**src/rtl/cmp_operand_sequencer_pkg.sv**
```systemverilog
// rtl/cmp_operand_sequencer_pkg.sv - shared constants and state encoding for the comparator operand sequencer
package cmp_operand_sequencer_pkg;

    localparam int FLAGS_W = 6;
    localparam int CNT_W   = 4;

    // Comparator flag bus bit positions
    localparam int FLAG_GT = 0;
    localparam int FLAG_LT = 1;
    localparam int FLAG_GE = 2;
    localparam int FLAG_LE = 3;
    localparam int FLAG_EQ = 4;
    localparam int FLAG_NE = 5;

    typedef enum logic [1:0] {
        IDLE   = 2'd0,
        LOAD_B = 2'd1,
        EVAL   = 2'd2,
        HOLD   = 2'd3
    } seq_state_e;

endpackage

```
**src/rtl/cmp_operand_sequencer_if.sv**
```systemverilog
// rtl/cmp_operand_sequencer_if.sv - operand stream, comparator and result bundle of the operand sequencer
interface cmp_operand_sequencer_if #(
    parameter int WIDTH = 8
);
    import cmp_operand_sequencer_pkg::*;

    logic [WIDTH-1:0]   in_data;
    logic               in_valid;
    logic               in_ready;
    logic [WIDTH-1:0]   op_a;
    logic [WIDTH-1:0]   op_b;
    logic               cmp_en;
    logic [FLAGS_W-1:0] cmp_flags;
    logic [FLAGS_W-1:0] out_flags;
    logic               out_err;
    logic               out_valid;
    logic               out_ready;

    modport master (
        input  in_data, in_valid, cmp_flags, out_ready,
        output in_ready, op_a, op_b, cmp_en, out_flags, out_err, out_valid
    );

    modport slave (
        output in_data, in_valid, cmp_flags, out_ready,
        input  in_ready, op_a, op_b, cmp_en, out_flags, out_err, out_valid
    );

endinterface

```
**src/rtl/cmp_operand_sequencer_checker.sv**
```systemverilog
// rtl/cmp_operand_sequencer_checker.sv - combinational consistency check of a 6-bit comparator flag word
module cmp_flag_checker
    import cmp_operand_sequencer_pkg::*;
(
    input  logic [FLAGS_W-1:0] flags,
    output logic               err
);

    logic gt_bad;
    logic lt_bad;
    logic eq_bad;
    logic ne_bad;

    // gt/lt must be the exact complements of le/ge; eq/ne derive from ge and le
    assign gt_bad = flags[FLAG_GT] != ~flags[FLAG_LE];
    assign lt_bad = flags[FLAG_LT] != ~flags[FLAG_GE];
    assign eq_bad = flags[FLAG_EQ] != (flags[FLAG_GE] & flags[FLAG_LE]);
    assign ne_bad = flags[FLAG_NE] != (flags[FLAG_GE] ^ flags[FLAG_LE]);

    assign err = gt_bad | lt_bad | eq_bad | ne_bad;

endmodule

```
**src/rtl/cmp_operand_sequencer.sv**
```systemverilog
// rtl/cmp_operand_sequencer.sv - loads A then B, enables the comparator, captures and checks its flags
module cmp_operand_sequencer
    import cmp_operand_sequencer_pkg::*;
#(
    parameter int WIDTH  = 8,
    parameter int SETTLE = 1
) (
    input  logic                    clk,
    input  logic                    rst_n,
    cmp_operand_sequencer_if.master bus
);

    localparam logic [CNT_W-1:0] SETTLE_M1 = CNT_W'(SETTLE - 1);

    seq_state_e         state_q,     state_d;
    logic [CNT_W-1:0]   cnt_q,       cnt_d;
    logic [WIDTH-1:0]   op_a_q,      op_a_d;
    logic [WIDTH-1:0]   op_b_q,      op_b_d;
    logic               cmp_en_q,    cmp_en_d;
    logic               in_ready_q,  in_ready_d;
    logic [FLAGS_W-1:0] out_flags_q, out_flags_d;
    logic               out_err_q,   out_err_d;
    logic               out_valid_q, out_valid_d;
    logic               flag_err;
    logic               in_hs;

    cmp_flag_checker u_checker (
        .flags (bus.cmp_flags),
        .err   (flag_err)
    );

    assign in_hs = bus.in_valid & in_ready_q;

    always_comb begin
        state_d     = state_q;
        cnt_d       = cnt_q;
        op_a_d      = op_a_q;
        op_b_d      = op_b_q;
        cmp_en_d    = cmp_en_q;
        out_flags_d = out_flags_q;
        out_err_d   = out_err_q;
        out_valid_d = out_valid_q;
        case (state_q)
            IDLE: begin
                if (in_hs) begin
                    op_a_d  = bus.in_data;
                    state_d = LOAD_B;
                end
            end
            LOAD_B: begin
                if (in_hs) begin
                    op_b_d   = bus.in_data;
                    cmp_en_d = 1'b1;
                    cnt_d    = SETTLE_M1;
                    state_d  = EVAL;
                end
            end
            EVAL: begin
                // Flags are captured verbatim; the checker only annotates them
                if (cnt_q == '0) begin
                    out_flags_d = bus.cmp_flags;
                    out_err_d   = flag_err;
                    out_valid_d = 1'b1;
                    cmp_en_d    = 1'b0;
                    state_d     = HOLD;
                end else begin
                    cnt_d = cnt_q - CNT_W'(1);
                end
            end
            HOLD: begin
                if (bus.out_ready) begin
                    out_valid_d = 1'b0;
                    state_d     = IDLE;
                end
            end
            default: begin
                state_d = IDLE;
            end
        endcase
        // Registered Moore decode of the next state keeps in_ready glitch-free
        in_ready_d = (state_d == IDLE) || (state_d == LOAD_B);
    end

    always_ff @(posedge clk) begin
        if (!rst_n) begin
            state_q     <= IDLE;
            cnt_q       <= '0;
            op_a_q      <= '0;
            op_b_q      <= '0;
            cmp_en_q    <= 1'b0;
            in_ready_q  <= 1'b1;
            out_flags_q <= '0;
            out_err_q   <= 1'b0;
            out_valid_q <= 1'b0;
        end else begin
            state_q     <= state_d;
            cnt_q       <= cnt_d;
            op_a_q      <= op_a_d;
            op_b_q      <= op_b_d;
            cmp_en_q    <= cmp_en_d;
            in_ready_q  <= in_ready_d;
            out_flags_q <= out_flags_d;
            out_err_q   <= out_err_d;
            out_valid_q <= out_valid_d;
        end
    end

    assign bus.in_ready  = in_ready_q;
    assign bus.op_a      = op_a_q;
    assign bus.op_b      = op_b_q;
    assign bus.cmp_en    = cmp_en_q;
    assign bus.out_flags = out_flags_q;
    assign bus.out_err   = out_err_q;
    assign bus.out_valid = out_valid_q;

endmodule

```
**src/flat_wrapper.sv**
```systemverilog
// flat-port wrapper written by rule: the top's interface ports become plain ports
module cmp_operand_sequencer_flat import cmp_operand_sequencer_pkg::*;
#(
    parameter int WIDTH  = 8,
    parameter int SETTLE = 1
)
  (clk, rst_n, bus_in_data, bus_in_valid, bus_cmp_flags, bus_out_ready, bus_in_ready, bus_op_a, bus_op_b, bus_cmp_en, bus_out_flags, bus_out_err, bus_out_valid);
  cmp_operand_sequencer_if #(.WIDTH(WIDTH)) bus_i ();
  input  logic clk;
  input  logic rst_n;
  input wire logic [$bits(bus_i.in_data)-1:0] bus_in_data;
  input wire logic [$bits(bus_i.in_valid)-1:0] bus_in_valid;
  input wire logic [$bits(bus_i.cmp_flags)-1:0] bus_cmp_flags;
  input wire logic [$bits(bus_i.out_ready)-1:0] bus_out_ready;
  output wire logic [$bits(bus_i.in_ready)-1:0] bus_in_ready;
  output wire logic [$bits(bus_i.op_a)-1:0] bus_op_a;
  output wire logic [$bits(bus_i.op_b)-1:0] bus_op_b;
  output wire logic [$bits(bus_i.cmp_en)-1:0] bus_cmp_en;
  output wire logic [$bits(bus_i.out_flags)-1:0] bus_out_flags;
  output wire logic [$bits(bus_i.out_err)-1:0] bus_out_err;
  output wire logic [$bits(bus_i.out_valid)-1:0] bus_out_valid;
  assign bus_i.in_data = bus_in_data;
  assign bus_i.in_valid = bus_in_valid;
  assign bus_i.cmp_flags = bus_cmp_flags;
  assign bus_i.out_ready = bus_out_ready;
  assign bus_in_ready = bus_i.in_ready;
  assign bus_op_a = bus_i.op_a;
  assign bus_op_b = bus_i.op_b;
  assign bus_cmp_en = bus_i.cmp_en;
  assign bus_out_flags = bus_i.out_flags;
  assign bus_out_err = bus_i.out_err;
  assign bus_out_valid = bus_i.out_valid;
  cmp_operand_sequencer #(.WIDTH(WIDTH), .SETTLE(SETTLE)) u_core (.clk(clk), .rst_n(rst_n), .bus(bus_i));
endmodule
```
**config.mk**
```make
export PLATFORM = sky130hd
export DESIGN_NAME = cmp_operand_sequencer_flat
export DESIGN_NICKNAME = d
export VERILOG_FILES = /design/src/rtl/cmp_operand_sequencer_pkg.sv /design/src/rtl/cmp_operand_sequencer_if.sv /design/src/rtl/cmp_operand_sequencer_checker.sv /design/src/rtl/cmp_operand_sequencer.sv /design/src/flat_wrapper.sv
export SDC_FILE = /design/constraint.sdc
export NUM_CORES = 1
export LEC_CHECK = 0
export ABC_AREA = 1
export ABC_CLOCK_PERIOD_IN_PS = 2900
export CORE_MARGIN = 4
export CORE_UTILIZATION = 49
export DETAILED_ROUTE_END_ITERATION = 8
export GPL_TIMING_DRIVEN = 1
export PLACE_DENSITY = 0.87
export SYNTH_ARGS = -nofsm -noshare
export SYNTH_HDL_FRONTEND = slang
export SYNTH_HIERARCHICAL = 1
export SYNTH_SLANG_ARGS = --single-unit
export TNS_END_PERCENT = 5
```
**constraint.sdc**
```tcl
create_clock -name clk -period 2.9 [get_ports clk]
set_input_delay 0.29 -clock clk [delete_from_list [all_inputs] [get_ports clk]]
set_output_delay 0.29 -clock clk [all_outputs]
set_load 0.02 [all_outputs]
```
# Yosys cells after proc, flatten, opt, wreduce, memory -nomap -nowiden
# Index checks and enable logic that the tools add are counted.
[totals] regBits=32 inputBits=18 out_inout_bits=26 wordCells=56
[classes] n_addsub=1 eq_ne=12 mux=14 bitwise=8 n_reduce_logical=12
[ops] operator="3-bit AND reduction" count=3
[ops] operator="2-bit two-way mux" count=4
[ops] operator="4-bit two-way mux" count=2
[ops] operator="2-bit case mux with 4 select lines" count=1
[ops] operator="4-bit case mux with 2 select lines" count=1
[ops] operator="2-bit AND reduction" count=3
[ops] operator="2-bit by 1-bit == test with 1-bit output (second input constant)" count=2
[ops] operator="2-bit == test (second input constant)" count=2
[ops] operator="2-bit zero test" count=2
[ops] operator="4-bit zero test" count=1
[ops] operator="1-bit two-way mux" count=4
[ops] operator="1-bit inequality test" count=4
[ops] operator="2-bit by 1-bit inequality test with 1-bit output (second input constant)" count=2
[ops] operator="2-bit inequality test (second input constant)" count=2
[ops] operator="1-bit case mux with 2 select lines" count=2
[ops] operator="2-bit nonzero test" count=2
[ops] operator="4-bit by 1-bit subtractor with 4-bit output (second input constant)" count=1
[ops] operator="1-bit bitwise OR" count=3
[ops] operator="1-bit bitwise AND" count=2
[ops] operator="1-bit NOT" count=2
[ops] operator="1-bit logical OR" count=1
[ops] operator="1-bit bitwise XOR" count=1

# Longest topological paths before layout
# Gate-level depths: netlist of the first run.
[depth] word_depth=5 depth_mapped=9 depth_no_buf=9

# Cells and area by module
# Netlist of the first run, hierarchy kept.
[modules_own_cells] mod="cmp_operand_sequencer" n_inst=1 cells_each=188 area_per_inst_um2=1440.1 seq_area_each_um2=640.6
[modules_own_cells] mod="cmp_flag_checker" n_inst=1 cells_each=24 area_per_inst_um2=98.8 seq_area_each_um2=0.0

# Worst setup path after synthesis of the first run
# OpenSTA, ideal clock, no wires.
[synth_timing] kind="reg2reg" from="register u_core.state_q[0]" to="register u_core.cnt_q[0]" arrival_ps=1210 t_required_ps=2784 setup_slack_ps=1574 path_stages_with_launch=8 path_buffers=0 synth_period_minus_slack_ps=1326 path_cell_list="dfxtp_1 > inv_1 > ha_1 > inv_1 > a21oi_4 > nand2_2 > o21ai_0 > nor2_1"
[synth_via] elab_chain_len=3 elab_cells_between_ends=7
[synth_rtl] item="start, declared" line_no="cmp_operand_sequencer.sv:15" rtl="seq_state_e state_q, state_d;"
[synth_rtl] item="start signal, assigned" line_no="cmp_operand_sequencer.sv:96" rtl="state_q <= state_d;"
[synth_rtl] item="2-bit == test or 2-bit by 1-bit == test with 1-bit output (tied branches)" line_no="cmp_operand_sequencer.sv:43" rtl="case (state_q)"
[synth_rtl] item="2-bit inequality test (no line), or another cell as far along"
[synth_rtl] item="3-bit AND reduction (no line)"
[synth_rtl] item="end signal, assigned" line_no="cmp_operand_sequencer.sv:97" rtl="cnt_q <= cnt_d;"
[synth_rtl] item="end, declared" line_no="cmp_operand_sequencer.sv:16" rtl="logic [CNT_W-1:0] cnt_q, cnt_d;"
# Several ways; a longest one is shown, not always the timed one.
# A chain may end at the register's enable or synchronous reset.

# Final worst setup path of the first run
[layout_timing] from="register u_core.state_q[0]" to="register u_core.out_valid_q, in the netlist u_core/bus.out_valid"
[layout_via] elab_chain_len=3 elab_cells_between_ends=7
[layout_rtl] item="2-bit == test" line_no="cmp_operand_sequencer.sv:43"
[layout_rtl] item="2-bit by 1-bit inequality test with 1-bit output (no line), or another cell as far along"
[layout_rtl] item="3-bit AND reduction (no line)"
[layout_rtl] item="end signal, assigned" line_no="cmp_operand_sequencer.sv:104" rtl="out_valid_q <= out_valid_d;"
[layout_rtl] item="end, declared" line_no="cmp_operand_sequencer.sv:23" rtl="logic out_valid_q, out_valid_d;"
# Several ways; a longest one is shown, not always the timed one.

==> flow_summary.yaml, run 1 <==
outcome:
  status: "finished, final reports clean"
floorplan:
  dieArea_um2: 4100
  start_util: 0.508
  io_pins: 44
  die_w_um: 64.0
  num_rows: 20
  core_um2: 3030
  die_h_um: 64.0
cts:
  cts_made_buffers: 5
  post_cts_resized: 0
  cts_tree: "built"
  clk_path_buf_depth: 2
  path_clk_slew_ns: 0.10
  clock-sinks: 32
  cts_htree_levels: 2
  post_cts_buffers: 0
  clock_latency_ns: 0.32
  root_buffer: "clkbuf_4"
  cts-hold-fix-buffers: 0
worst_setup_path:
  reg2reg_to: "u_core/bus.out_valid$_SDFFE_PN0P_"
  crit_path_end: "u_core/bus.out_valid$_SDFFE_PN0P_"
  r2r_setup_slack_ns: 1.30
  critPathRequiredTime_ns: 3.15
  critPathBufInv: 2
  start_kind: "flop"
  endpoint_kind: "flop"
  cpLargestDelayFamily: "simple AND/OR/NAND/NOR gates"
  path_depth: 6
  cp_data_arrival_time_ns: 1.85
  r2r_cells: 6
  crit_chain: "inv_1, ha_1, nand3_2, inv_2, nand2_1, a21oi_1"
  slowest_stage: "dfxtp_1"
  cp-startpoint: "u_core/state_q[0]$_SDFF_PN0_"
  path_class: "flop to flop"
  path_max_fanout: 12
  critPathMaxStageDelay_ns: 0.36
  r2r-start: "u_core/state_q[0]$_SDFF_PN0_"
detailed_routing:
  vias: 1443
  drt_iter0_markers: 91
  viasPerCell: 4.81
  drtAntennaViolNets: 0
  wirelength_um: 3330
  dr.pass1.iters: 4
  drt_drc_violations_left: 0
  wire_per_inst_um: 11.1
power_and_ir_drop:
  powerDensity_nw_per_um2: 894
  ir_drop_v: 0.000439
  p_leak_uw: 0.000855
  p_total_uw: 1830
synth:
  synth_compound_area_frac: 0.122
  synth_xor_area_frac: 0
  synth.mux.area_fraction: 0
  ys_seq_area_frac: 0.416
  yosysUniqueCellTypes: 21
  ys_seq_elements: 32
  synth_area_um2: 1540
  syn_area_per_cell_um2: 7.26
  syn_nets: 238
  synth_top_family_by_area: "simple AND/OR/NAND/NOR gates"
  synthSimpleGateAreaFrac: 0.304
  synthAdderAreaFrac: 0.0650
  yosys_warnings: 6
  syn_inst: 212
timing:
  fin_crit_sh: 0.552
  worst_slack_ns: 1.30
  skew_ns: 0.00413
  period_needed_ns: 1.60
  maxSlewHeadroom: 0.633
  rsz0062_at_grt: "false"
  setup_tns_ns: 0
  fmax_mhz: 625
  tightest_slew_ns: 0.550
  setup_viol: 0
  slew_viol_final: 0
  hold_violations: 0
placement:
  portBuffers: 43
  place_inst: 292
  gp_congestion: 0.850
  hpwl_um: 2470
  post-place-ws_ns: 1.27
cells_and_area:
  diodes: 0
  drive_gt1_frac: 0.0820
  nets: 281
  layout.cells.non_filler: 300
  area_growth_pct: 33.3
  post-route-util: 0.678
global_routing:
  grt_first_pass_wirelength_um: 5660
  grt.overflow.total: 0
  grt_max_degree: 28
  grt_pass1_vias: 1310
  track_usage: 0.173
  antenna_found_initial: 0
flow_run:
  max_cap_violations: 0
hold_path:
  min_path_type: "flop to flop"
final cells by class:
class,count,area (µm²)
clock buffer,6,41.3
multi-input combinational,148,756
clock inverter,2,35.0
tap,44,55.1
timing repair buffer,43,430
fill,259,976
sequential,32,641
inverter,25,93.8
cells by family (layout without fill, tap and decap cells):
kind of cell	Yosys count	after routing
adder cells (fa/ha/maj)	8	8
buffers and inverters	32	76
flip-flops	32	32
AO/OA/AOI/OAI	34	34
AND/OR/NAND/NOR	106	106
cells in the final DEF, fill, tap and decap left out:
cell / synthesis / final
inv_2: 3 / 3
clkbuf_4: 0 / 5
clkinv_2: 0 / 1
dfxtp_1: 32 / 32
nand3_2: 3 / 3
a21oi_1: 27 / 27
o21ai_1: 2 / 2
o31ai_1: 1 / 1
ha_1: 8 / 8
nor2_2: 1 / 1
nand3_1: 21 / 21
nor2_1: 14 / 14
nand2_4: 2 / 2
nand2_1: 62 / 62
a21oi_4: 1 / 1
inv_1: 22 / 22
clkbuf_1: 1 / 1
o21ai_0: 2 / 2
nand2_2: 3 / 3
clkdlybuf4s50_1: 0 / 43
bufinv_16: 0 / 1
a21oi_2: 1 / 1
worst register-to-register path, stage by stage (launching register included):
cell,delay (ns)
dfxtp_1,0.36
inv_1,0.11
ha_1,0.30
nand3_2,0.31
inv_2,0.23
nand2_1,0.08
a21oi_1,0.15
state kept, by name (all words and copies together) (netlist names):
register	flops
u_core/state_q	2
u_core/bus.cmp_en	1
u_core/cnt_q	4
u_core/bus.out_flags	6
u_core/bus.op_a	8
u_core/bus.out_err	1
u_core/bus.out_valid	1
u_core/bus.in_ready	1
u_core/bus.op_b	8
how the worst min path moves through the flow:
stage	depth (start not counted)	from	to
floorplan	1	rst_n	u_core/bus.in_ready$_SDFF_PN1_
global placement	2	u_core/bus.out_valid$_SDFFE_PN0P_	u_core/bus.out_valid$_SDFFE_PN0P_
detailed placement	2	u_core/bus.op_a[2]$_SDFFE_PN0P_	u_core/bus.op_a[2]$_SDFFE_PN0P_
CTS	2	u_core/bus.op_b[1]$_SDFFE_PN0P_	u_core/bus.op_b[1]$_SDFFE_PN0P_
global route	2	u_core/bus.out_err$_SDFFE_PN0P_	u_core/bus.out_err$_SDFFE_PN0P_
finish	2	u_core/bus.op_b[5]$_SDFFE_PN0P_	u_core/bus.op_b[5]$_SDFFE_PN0P_
power by group:
part	total, µW	leakage (µW)	switching (µW)	internal, µW
logic	902	0.000552	545	357
clock network	324	0.0000422	144	181
registers	608	0.000261	64.4	544
total	1830	0.000855	753	1080
Yosys cell counts:
master,n,area share
a21oi_1,27,0.088
a21oi_2,1,0.0057
a21oi_4,1,0.011
buf_2,3,0.0098
buf_4,1,0.0049
buf_6,2,0.015
clkbuf_1,1,0.0024
dfxtp_1,32,0.42
ha_1,8,0.065
inv_1,22,0.054
inv_2,3,0.0073
nand2_1,62,0.15
nand2_2,3,0.012
nand2_4,2,0.015
nand3_1,21,0.068
nand3_2,3,0.020
nor2_1,14,0.034
nor2_2,1,0.0041
o21ai_0,2,0.0065
o21ai_1,2,0.0065
o31ai_1,1,0.0049
per-stage QoR:
step | hold WS (ns) | cell area, µm²
finish | 0.467 | 2050
global route | 0.484 | 2050
CTS | 0.473 | 2050
detailed placement | 0.457 | 1980
global placement | 0.433 | 1980
floorplan | 0.374 | 1540
routing by layer:
metal,routed length [µm],GRT usage,part of all wire,vias up
li1,-,-,-,760
met1,1450,0.215,0.44,633
met2,1620,0.279,0.49,46
met3,204,0.0439,0.061,4
met4,52,0.0836,0.016,0
met5,0,0,0,-
Note: power is estimated with default switching activity, not from simulation.
==> inputs of run 2 (changes only) <==
--- a/config.mk
+++ b/config.mk
@@ -6,12 +6,12 @@
 export NUM_CORES = 1
 export LEC_CHECK = 0
 export ABC_AREA = 1
-export ABC_CLOCK_PERIOD_IN_PS = 2900
+export ABC_CLOCK_PERIOD_IN_PS = 1450
 export CORE_MARGIN = 4
-export CORE_UTILIZATION = 49
+export CORE_UTILIZATION = 42
 export DETAILED_ROUTE_END_ITERATION = 8
 export GPL_TIMING_DRIVEN = 1
-export PLACE_DENSITY = 0.87
+export PLACE_DENSITY = 0.8
 export SYNTH_ARGS = -nofsm -noshare
 export SYNTH_HDL_FRONTEND = slang
 export SYNTH_HIERARCHICAL = 1
==> constraint.sdc (replaced) <==
create_clock -name clk -period 1.45 [get_ports clk]
set_input_delay 0.145 -clock clk [delete_from_list [all_inputs] [get_ports clk]]
set_output_delay 0.145 -clock clk [all_outputs]
set_load 0.02 [all_outputs]
==> flow_summary.yaml, run 2 (synthesized netlist as in run 1, its figures left out) <==
worst_setup_path:
  path_class: "flop to primary output"
  critPathBufInv: 1
  path_max_fanout: 2
  cp-startpoint: "u_core/bus.op_b[7]$_SDFFE_PN0P_"
  crit_chain: "clkdlybuf4s50_1"
  cpLargestDelayFamily: "buffers and inverters"
  start_kind: "flop"
  cp_data_arrival_time_ns: 1.25
  endpoint_kind: "primary output"
  critPathRequiredTime_ns: 1.31
  slowest_stage: "clkdlybuf4s50_1"
  r2r-start: "u_core/state_q[1]$_SDFF_PN0_"
  r2r_setup_slack_ns: 0.09
  r2r_cells: 7
  critPathMaxStageDelay_ns: 0.63
  reg2reg_to: "u_core/cnt_q[0]$_SDFFE_PN0P_"
timing:
  fin_crit_sh: 0.959
  skew_ns: 0.00668
  setup_tns_ns: 0
  tightest_slew_ns: 0.388
  period_needed_ns: 1.39
  maxSlewHeadroom: 0.741
  slew_viol_final: 0
  rsz0062_at_grt: "true"
  fmax_mhz: 719
  setup_viol: 0
  whs_ns: 0.452
  hold_violations: 0
hold_path:
  hold_path_end: "u_core/bus.out_valid$_SDFFE_PN0P_"
  holdPathStages: 2
  min_path_type: "flop to flop"
  hold_path_startpoint: "u_core/bus.out_valid$_SDFFE_PN0P_"
detailed_routing:
  viasPerCell: 4.63
  drt_iter0_markers: 107
  wirelength_um: 3580
  drtAntennaViolNets: 0
  wire_per_inst_um: 11.4
  dr.pass1.iters: 4
  drt_drc_violations_left: 0
  vias: 1450
cells_and_area:
  nets: 292
  final_common_cell: "nand2_1"
  seqCellArea_um2: 643
  final_cell_mix: "nand2_1 (62), clkdlybuf4s50_1 (43), dfxtp_1 (30)"
  fill_cells: 300
  area_growth_pct: 42.9
  layout.cells.non_filler: 313
  multiInputGateArea_um2: 756
  diodes: 0
  fin_area_um2: 2200
  drive_gt1_frac: 0.131
cts:
  clock-sinks: 32
  clock_latency_ns: 0.29
  cts_tree: "built"
  cts_htree_levels: 2
  path_clk_slew_ns: 0.07
  cts_made_buffers: 5
  root_buffer: "clkbuf_8"
  clk_path_buf_depth: 2
outcome:
  status: "finished, final reports clean"
placement:
  hpwl_um: 2650
  portBuffers: 43
  gp_congestion: 0.848
  place_inst: 305
  postPlaceCellArea_um2: 2090
power_and_ir_drop:
  powerDensity_nw_per_um2: 1850
  p_leak_uw: 0.000929
  ir_drop_v: 0.00120
floorplan:
  io_pins: 44
  core_um2: 3440
  start_util: 0.447
  die_h_um: 68.5
  dieArea_um2: 4700
  die_w_um: 68.5
  num_rows: 21
global_routing:
  grt_max_degree: 21
  grt_pass1_vias: 1293
  track_usage: 0.166
  grt_first_pass_wirelength_um: 5840
  grt.overflow.total: 0
  antenna_found_initial: 0
flow_run:
  max_cap_violations: 0
[run 2: how the worst max path moves through the flow]
| stage | endpoint | slack (ns) | cells after the start |
|---|---|---|---|
| final | bus_op_b[7] | 0.06 | 1 |
| after detailed placement | u_core/state_q[1]$_SDFF_PN0_ | 0.03 | 7 |
| after CTS | u_core/cnt_q[2]$_SDFFE_PN0P_ | 0.04 | 7 |
| after global placement | u_core/bus.in_ready$_SDFF_PN1_ | 0.07 | 6 |
| after global routing | u_core/state_q[1]$_SDFF_PN0_ | -0.0008 | 7 |
| after floorplan | u_core/cnt_q[0]$_SDFFE_PN0P_ | 0.12 | 7 |
[run 2: timing repair]
action,4_1_cts,5_1_grt
hold buffers,0,0
setup endpoints to repair,0,9
gates resized for setup,0,2
setup buffers,0,0
[run 2: power by group]
| part | leakage [µW] | internal [µW] | switching, µW | total [µW] |
|---|---|---|---|---|
| sequential | 0.000261 | 1090 | 124 | 1220 |
| clock | 0.0000541 | 508 | 342 | 850 |
| combinational | 0.000614 | 852 | 1140 | 1990 |
[run 2: metal layers]
layer,part of all wire,GRT usage
met1,0.48,0.222
met2,0.46,0.251
met3,0.044,0.0405
met4,0.016,0.0744
met5,0,0
[run 2: layout make-up]
type,instances,area share
timing repair buffer,54,0.245
clock inverter,3,0.0193
tap,46,0.0262
sequential,32,0.292
clock buffer,5,0.0313
inverter,25,0.0427
multi-input combinational,148,0.344
[run 2: tightest hold or removal path: stages, from the launching register on]
cell and delay (ns):
dfxtp_1 0.32, inv_1 0.05, a21oi_1 0.05
[run 2: stage by stage]
stage / util / power [µW] / setup WS, ns
2_1_floorplan: - / 2520 / 0.124
3_5_place_dp: 0.606 / 3220 / 0.0332
6_report: 0.639 / 4060 / 0.0593
4_1_cts: 0.638 / 4090 / 0.0380
5_1_grt: 0.639 / 4370 / -0.000844
3_3_place_gp: 0.606 / 3180 / 0.0736
